`config.mk`:
```
export PLATFORM = sky130hd
export DESIGN_NAME = spi_frame_arbiter
export DESIGN_NICKNAME = d
export VERILOG_FILES = /design/src/rtl/spi_frame_arbiter.sv
export SDC_FILE = /design/constraint.sdc
export NUM_CORES = 1
export LEC_CHECK = 0
export BUFFER_PORTS_ARGS = -buffer_cell sky130_fd_sc_hd__buf_4
export CAP_MARGIN = 5
export CORE_MARGIN = 10
export CORE_UTILIZATION = 35
export DETAILED_ROUTE_END_ITERATION = 10
export SLEW_MARGIN = 20
export SYNTH_ARGS = -nofsm -noshare
export SYNTH_HDL_FRONTEND = slang
export SYNTH_SLANG_ARGS = --single-unit
```
`constraint.sdc`:
```
create_clock -name sys_clk -period 3.7 [get_ports sys_clk]
set_clock_uncertainty 0.2 [all_clocks]
set_input_delay 0 -clock sys_clk [delete_from_list [all_inputs] [get_ports sys_clk]]
set_output_delay 0 -clock sys_clk [all_outputs]
set_load 0.1 [all_outputs]
```
`src/rtl/spi_frame_arbiter.sv`:
```
// spi_frame_arbiter: two-requester arbiter feeding a mode-0 SPI master.
// Each grant serialises one {command, data} frame MSB first; all SPI
// timing is counted in sys_clk cycles. Read frames send zeros in the data
// field and return the last DATA_WIDTH received bits on rdata.
module spi_frame_arbiter #(
   parameter int CMD_WIDTH  = 5,
   parameter int DATA_WIDTH = 11,
   parameter int CLKL_CYC   = 4,
   parameter int CLKH_CYC   = 4,
   parameter int SU_SCS_CYC = 5,
   parameter int HD_SCS_CYC = 5,
   parameter int HI_SCS_CYC = 40
) (
   input  logic                  sys_clk,
   input  logic                  sys_rst_n,
   input  logic                  req0,
   input  logic                  req1,
   input  logic [CMD_WIDTH-1:0]  cmd0,
   input  logic [CMD_WIDTH-1:0]  cmd1,
   input  logic [DATA_WIDTH-1:0] wdata0,
   input  logic [DATA_WIDTH-1:0] wdata1,
   output logic                  done0,
   output logic                  done1,
   output logic [DATA_WIDTH-1:0] rdata,
   output logic                  busy,
   output logic                  spi_cs_n,
   output logic                  spi_sclk,
   output logic                  spi_mosi,
   input  logic                  spi_miso
);

   function automatic int max2(input int a, input int b);
      return (a > b) ? a : b;
   endfunction

   localparam int FRAME_W = CMD_WIDTH + DATA_WIDTH;
   localparam int MAX_CYC = max2(max2(max2(CLKL_CYC, CLKH_CYC), max2(SU_SCS_CYC, HD_SCS_CYC)), HI_SCS_CYC);
   localparam int CNT_W   = $clog2(MAX_CYC + 1);
   localparam int BIT_W   = $clog2(FRAME_W + 1);

   localparam logic [CNT_W-1:0] SU_LAST = CNT_W'(SU_SCS_CYC - 1);
   localparam logic [CNT_W-1:0] H_LAST  = CNT_W'(CLKH_CYC - 1);
   localparam logic [CNT_W-1:0] L_LAST  = CNT_W'(CLKL_CYC - 1);
   localparam logic [CNT_W-1:0] HD_LAST = CNT_W'(HD_SCS_CYC - 1);
   localparam logic [CNT_W-1:0] HI_LAST = CNT_W'(HI_SCS_CYC - 1);
   localparam logic [BIT_W-1:0] LAST_BIT = BIT_W'(FRAME_W - 1);

   typedef enum logic [2:0] {
      ST_IDLE,
      ST_SETUP,
      ST_HIGH,
      ST_LOW,
      ST_HOLD,
      ST_GAP
   } state_t;

   state_t               state_q, state_d;
   logic [CNT_W-1:0]     cnt_q, cnt_d;
   logic [BIT_W-1:0]     bit_cnt_q, bit_cnt_d;
   logic                 gnt_q, gnt_d;
   logic                 last_q, last_d;
   logic                 rd_q, rd_d;
   logic                 cs_n_d, sclk_d, mosi_d, busy_d, done0_d, done1_d;
   logic [DATA_WIDTH-1:0] rdata_d;

   // Bits still to be sent after the one currently on mosi, and received bits.
   logic [FRAME_W-2:0]    tx_sr;
   logic [DATA_WIDTH-1:0] rx_sr;
   logic                  load_tx, shift_en;

   // Round-robin pick: on a tie the requester not served last wins.
   logic                  sel_gnt, sel_rd;
   logic [CMD_WIDTH-1:0]  sel_cmd;
   logic [DATA_WIDTH-1:0] sel_wdata;
   logic [FRAME_W-1:0]    sel_frame;

   assign sel_gnt   = (req0 && req1) ? ~last_q : req1;
   assign sel_cmd   = sel_gnt ? cmd1 : cmd0;
   assign sel_wdata = sel_gnt ? wdata1 : wdata0;
   assign sel_rd    = sel_cmd[CMD_WIDTH-1];
   assign sel_frame = {sel_cmd, (sel_rd ? {DATA_WIDTH{1'b0}} : sel_wdata)};

   // Next-state and next-output logic for the frame sequencer.
   always_comb begin
      state_d   = state_q;
      cnt_d     = cnt_q;
      bit_cnt_d = bit_cnt_q;
      gnt_d     = gnt_q;
      last_d    = last_q;
      rd_d      = rd_q;
      cs_n_d    = spi_cs_n;
      sclk_d    = spi_sclk;
      mosi_d    = spi_mosi;
      busy_d    = busy;
      done0_d   = 1'b0;
      done1_d   = 1'b0;
      rdata_d   = rdata;
      load_tx   = 1'b0;
      shift_en  = 1'b0;
      case (state_q)
         ST_IDLE: begin
            if (req0 || req1) begin
               gnt_d     = sel_gnt;
               last_d    = sel_gnt;
               rd_d      = sel_rd;
               load_tx   = 1'b1;
               cs_n_d    = 1'b0;
               mosi_d    = sel_frame[FRAME_W-1];
               busy_d    = 1'b1;
               cnt_d     = '0;
               bit_cnt_d = '0;
               state_d   = ST_SETUP;
            end
         end
         ST_SETUP: begin
            if (cnt_q == SU_LAST) begin
               sclk_d  = 1'b1;
               cnt_d   = '0;
               state_d = ST_HIGH;
            end else begin
               cnt_d = cnt_q + 1'b1;
            end
         end
         ST_HIGH: begin
            if (cnt_q == H_LAST) begin
               sclk_d    = 1'b0;
               shift_en  = 1'b1;
               cnt_d     = '0;
               bit_cnt_d = bit_cnt_q + 1'b1;
               if (bit_cnt_q == LAST_BIT) begin
                  state_d = ST_HOLD;
               end else begin
                  mosi_d  = tx_sr[FRAME_W-2];
                  state_d = ST_LOW;
               end
            end else begin
               cnt_d = cnt_q + 1'b1;
            end
         end
         ST_LOW: begin
            if (cnt_q == L_LAST) begin
               sclk_d  = 1'b1;
               cnt_d   = '0;
               state_d = ST_HIGH;
            end else begin
               cnt_d = cnt_q + 1'b1;
            end
         end
         ST_HOLD: begin
            if (cnt_q == HD_LAST) begin
               cs_n_d  = 1'b1;
               done0_d = ~gnt_q;
               done1_d = gnt_q;
               if (rd_q) rdata_d = rx_sr;
               cnt_d   = '0;
               state_d = ST_GAP;
            end else begin
               cnt_d = cnt_q + 1'b1;
            end
         end
         ST_GAP: begin
            if (cnt_q == HI_LAST) begin
               busy_d  = 1'b0;
               cnt_d   = '0;
               state_d = ST_IDLE;
            end else begin
               cnt_d = cnt_q + 1'b1;
            end
         end
         default: state_d = ST_IDLE;
      endcase
   end

   // Control and output registers; reset returns the bus to idle at once.
   always_ff @(posedge sys_clk or negedge sys_rst_n) begin
      if (!sys_rst_n) begin
         state_q   <= ST_IDLE;
         cnt_q     <= '0;
         bit_cnt_q <= '0;
         gnt_q     <= 1'b0;
         last_q    <= 1'b1;
         rd_q      <= 1'b0;
         spi_cs_n  <= 1'b1;
         spi_sclk  <= 1'b0;
         spi_mosi  <= 1'b0;
         busy      <= 1'b0;
         done0     <= 1'b0;
         done1     <= 1'b0;
         rdata     <= '0;
      end else begin
         state_q   <= state_d;
         cnt_q     <= cnt_d;
         bit_cnt_q <= bit_cnt_d;
         gnt_q     <= gnt_d;
         last_q    <= last_d;
         rd_q      <= rd_d;
         spi_cs_n  <= cs_n_d;
         spi_sclk  <= sclk_d;
         spi_mosi  <= mosi_d;
         busy      <= busy_d;
         done0     <= done0_d;
         done1     <= done1_d;
         rdata     <= rdata_d;
      end
   end

   // Shift datapath: transmit remainder shifts out, miso shifts in on sclk fall.
   always_ff @(posedge sys_clk) begin
      if (load_tx) begin
         tx_sr <= sel_frame[FRAME_W-2:0];
      end else if (shift_en) begin
         tx_sr <= {tx_sr[FRAME_W-3:0], 1'b0};
      end
      if (shift_en) begin
         rx_sr <= {rx_sr[DATA_WIDTH-2:0], spi_miso};
      end
   end

endmodule
```
Word-level counts from Yosys, hierarchy flattened:

Index checks and enable logic that the tools add are counted.

* register bits: 60
* input bits: 37
* output and inout bits: 17

* $add $sub $neg: 2
* equality and inequality tests: 16
* multiplexer cells: 43
* bitwise operators: 2
* reduce and logical (&&, ||, !) cells: 20

Operators by type and width (number)
* $mux 15: 2
* $mux 6: 4
* $pmux 6 s4: 1
* $mux 11: 2
* $mux 3: 7
* $mux 1: 18
* $pmux 3 s6: 1
* $mux 5: 3
* $ne 2x2->1 const B: 7
* $reduce_and 3->1: 4
* $pmux 5 s2: 1
* $reduce_and 4->1: 2
* $reduce_bool 2->1: 4
* $add 6x1->6 const B: 1
* $eq 3x2->1 const B: 2
* $eq 3x3->1 const B: 2
* $eq 6x2->1 const B: 1
* $eq 6x3->1 const B: 1
* $eq 6x6->1 const B: 1
* $pmux 1 s2: 3
* $reduce_and 6->1: 1
* $add 5x1->5 const B: 1
* $eq 5x4->1 const B: 1
* $reduce_and 2->1: 2
* 9 further kinds: 11

Logic depth before layout (Yosys ltp):

* depth in word-level cells: 5
* gate-level depth with buffers: 9
* depth with buffers taken out: 8

Worst setup path after synthesis:

OpenSTA, ideal clock, no wires.

* path kind: reg-to-reg
* start: register cnt_q[1]
* end: register tx_sr[0] (enable)
* setup time: 366 ps
* arrival time: 1984 ps
* path slack: 1150 ps
* cell stages (with the launch flop): 7
* path buffers: 1
* period minus slack after synthesis: 2550 ps
* cell sequence: dfrtp_1 ha_1 or3b_4 or3_4 or2_1 buf_6 nand2_1

* cells in the longest elaborated chain, start to end: 4

RTL lines
* start, declared: line 58 `logic [CNT_W-1:0] cnt_q, cnt_d;`
* start signal, assigned: line 192 `cnt_q <= cnt_d;`
* $eq 6x2->1: line 125 `if (cnt_q == H_LAST) begin`
* $mux 1: line 125
* $mux 1: line 100 `case (state_q)`
* $reduce_bool 2->1 (no source line)
* end signal, assigned: line 210 `tx_sr <= sel_frame[FRAME_W-2:0];`
* end signal, assigned: line 212 `tx_sr <= {tx_sr[FRAME_W-3:0], 1'b0};`
* end, declared: line 67 `logic [FRAME_W-2:0] tx_sr;`

Every way passes these cells.
A chain may end at the register's enable or synchronous reset.

Worst setup path in the final report:

* start: register cnt_q[1]
* end: register tx_sr[13] (enable)

Same word-level chain as after synthesis.

==> flow_summary.toml <==
[outcome]
status = "completed"

[clocking]
cts_made_buffers = 9
clock_latency_ns = 0.33
postCtsSetupRepairBufs = 0
cts_resized = 0
cts_buffer_depth = 2
cts_tree = "done"
root_buffer = "clkbuf_8"
cts_hold_buf = 37
cts.clk_slew.worst_paths_ns = 0.07
htreeDepth = 3
cts_sinks = 60

[global_route]
grt_pass1_vias = 2257
antenna_found_initial = 0
grt_max_degree = 37
grt_pass1_wl_um = 11300
grt_usage_pct = 11.8
grt_overflow = 0

[synth]
synth-adder-area-share_pct = 1.76
synth-xor-area-share_pct = 0.924
synth_top_cell_by_area = "dfrtp_1"
async_flop_share_pct = 56.7
yosys-top-cells-area = "dfrtp_1 (28%), edfxtp_1 (27%), mux2i_1 (5.3%)"
ys_types = 47
synth_mux_area_share_pct = 10.4
yosysWarnings = 0
syn_avg_cell_area_um2 = 11.7
synth-compound-area-share_pct = 13.0
synth_seq_area_share_pct = 57.5
synth_top_area_share_pct = 28.2
synth-simple-area-share_pct = 12.7
synth-edff-count = 26
ys_ff_latch = 60
syn_nets = 285
synth_top_family_by_area = "compound AO/OA/AOI/OAI gates"
netlist_area_um2 = 2840
synthFlopType = "dfrtp_1"
netlist_instances = 244

[critical_path]
worstPathArrival_ns = 2.57
crit_type = "reg2reg"
reg2reg_depth = 5
crit_path_end_kind = "register"
path_max_fanout = 15
r2r_setup_slack_ns = 0.90
worstReg2RegEnd = "tx_sr[13]"
critPathLaunchType = "register"
timing.rr.start = "cnt_q[1]"
cp.required_ns = 3.47

[layout]
diodes = 0
fin_nets = 373
layout-drive-gt1-share_pct = 28.5
utilization_pct = 50.4
area_growth_pct = 38.4

[flow_run]
timing.max_cap.violations = 0

[timing]
hold_viol = 0
hold_ws_ns = 0.0943
rsz0062_at_grt = "no"
slew_viol_final = 0
worstMarginPinSlew_ns = 0.748
max_slew_margin_pct = 49.7
period_share_pct = 75.8
period_minus_slack_ns = 2.80
fmax_ghz = 0.357
fin_tns_setup_ns = 0
setup_violations = 0

[floorplan]
num_rows = 32
fp.dieH_um = 110
die_area_um2 = 12100
die_w_um = 110
initial_core_util_pct = 36.4
coreArea_um2 = 7810
ios = 54

[power_and_ir_drop]
p_sw_uw = 292
p_comb_share_pct = 6.8
p_seq_share_pct = 47.0
max-vdd-ir-drop_v = 0.000245
p_clk_share_pct = 46.2
cellPowerDensity_nw_per_um2 = 374
sw_frac_of_total_pct = 19.9
power_leakage_uw = 0.00169
intPower_uw = 1180

[routing]
drt_pass1_iterations = 5
route.vias.total = 2190
vias_per_cell = 4.99
drt_iter0_drc = 149
wire_per_inst_um = 14.9
route.detailed.drc = 0
ant_nets = 0
drt_wl_total_um = 6560

[placement]
dp_hpwl_um = 4340
port_buffers = 53
gp_congestion = 0.824

[hold_path]
hold_end = "rd_q"
holdPathStages = 3
min_from = "cmd0[4]"
hp-class = "in2reg"
==> worst max-delay path, cell delays in order (launching register included) <==
cell     delay (ns)
dfrtp_1        0.40
ha_1           0.21
or3b_4         0.42
or3_4          0.35
or2_1          0.33
nand2_1        0.52
==> worst max path at each step <==
stage	start	endpoint	slack, ns	cells past startpoint
5_1_grt	cnt_q[1]	tx_sr[14]	0.76	5
3_3_place_gp	cnt_q[1]	tx_sr[8]	0.98	5
3_5_place_dp	cnt_q[1]	tx_sr[9]	0.88	5
2_1_floorplan	cnt_q[1]	tx_sr[0]	1.15	6
4_1_cts	cnt_q[1]	tx_sr[12]	0.88	5
6_report	cnt_q[1]	tx_sr[13]	0.90	5
==> synthesized netlist by cell type (all sizes together), types with 2 or more instances <==
library cell / instances
a21o: 2
a21oi: 7
a22o: 4
a31oi: 2
and3: 3
buf: 6
clkbuf: 10
dfrtp: 32
dfstp: 2
edfxtp: 26
ha: 4
inv: 5
mux2: 13
mux2i: 15
nand2: 31
nand3: 6
nor2: 8
nor3: 8
o211ai: 2
o21ai: 16
o31ai: 13
or2: 4
or3: 4
or3b: 2
xor2: 3
==> cells in the final DEF, fill, tap and decap left out, drive strengths merged, types with 2 or more instances in the layout <==
cell type    synthesis  layout
o21ai               16      16
or2                  4       4
o31ai               13      13
nand3                6       6
a21o                 2       2
nor2                 8       8
and3                 3       3
buf                  6      57
a22o                 4       4
clkbuf              10      11
or3b                 2       2
a31oi                2       2
dfrtp               32      32
nor3                 8       8
a21oi                7       7
dlygate4sd3          0      36
edfxtp              26      26
or3                  4       4
mux2                13      13
bufinv               0       2
clkinv               1       2
mux2i               15      15
inv                  5       6
nand2               31      31
ha                   4       4
o211ai               2       2
xor2                 3       3
dfstp                2       2
==> per-layer routing <==
layer | vias to the layer above | part of all wire (%) | global-route usage [%]
li1 | 1075 | - | -
met1 | 1049 | 43 | 13.9
met2 | 61 | 49 | 19.2
met3 | 5 | 6.9 | 4.41
met4 | 0 | 1.0 | 4.68
met5 | - | 0 | 0
==> metrics by stage <==
step,worst slack [ns],area [um^2],cells,power [uW]
detailed placement,0.878,3320,386,767
CTS,0.880,3940,439,1490
floorplan,1.15,2840,244,726
finish,0.896,3940,439,1470
global route,0.763,3940,439,1540
global placement,0.976,3320,386,766
==> registers in the layout, indices dropped and copies added (netlist names), 3 cells and up <==
register   cells
tx_sr         15
cnt_q          6
bit_cnt_q      5
rx_sr         11
state_q        3
rdata         11
==> power by group through the flow <==
stage / registers [uW] / logic [uW] / clock network, uW
final: 691 / 100 / 679
after CTS: 690 / 100 / 704
after floorplan: 704 / 21.6 / 0
after detailed placement: 704 / 63.5 / 0
after global placement: 704 / 62.3 / 0
after global routing: 690 / 110 / 737
==> logic make-up after synthesis <==
| logic type | Yosys count |
|---|---|
| and+or+nand+nor | 72 |
| xor gates and xnor gates | 3 |
| DFF | 60 |
| AOI/OAI and AO/OA | 55 |
| buffers and inverters | 22 |
| adders and majority gates | 4 |
| muxes | 28 |
==> cell type report <==
class / count / area [um^2]
clock buffer: 11 / 153
clock inverter: 5 / 81.3
fill: 700 / 3870
inverter: 6 / 27.5
multi-input combinational: 162 / 1110
sequential: 60 / 1630
tap: 102 / 128
timing repair buffer: 93 / 801
Power figures use the tool's default switching activity.
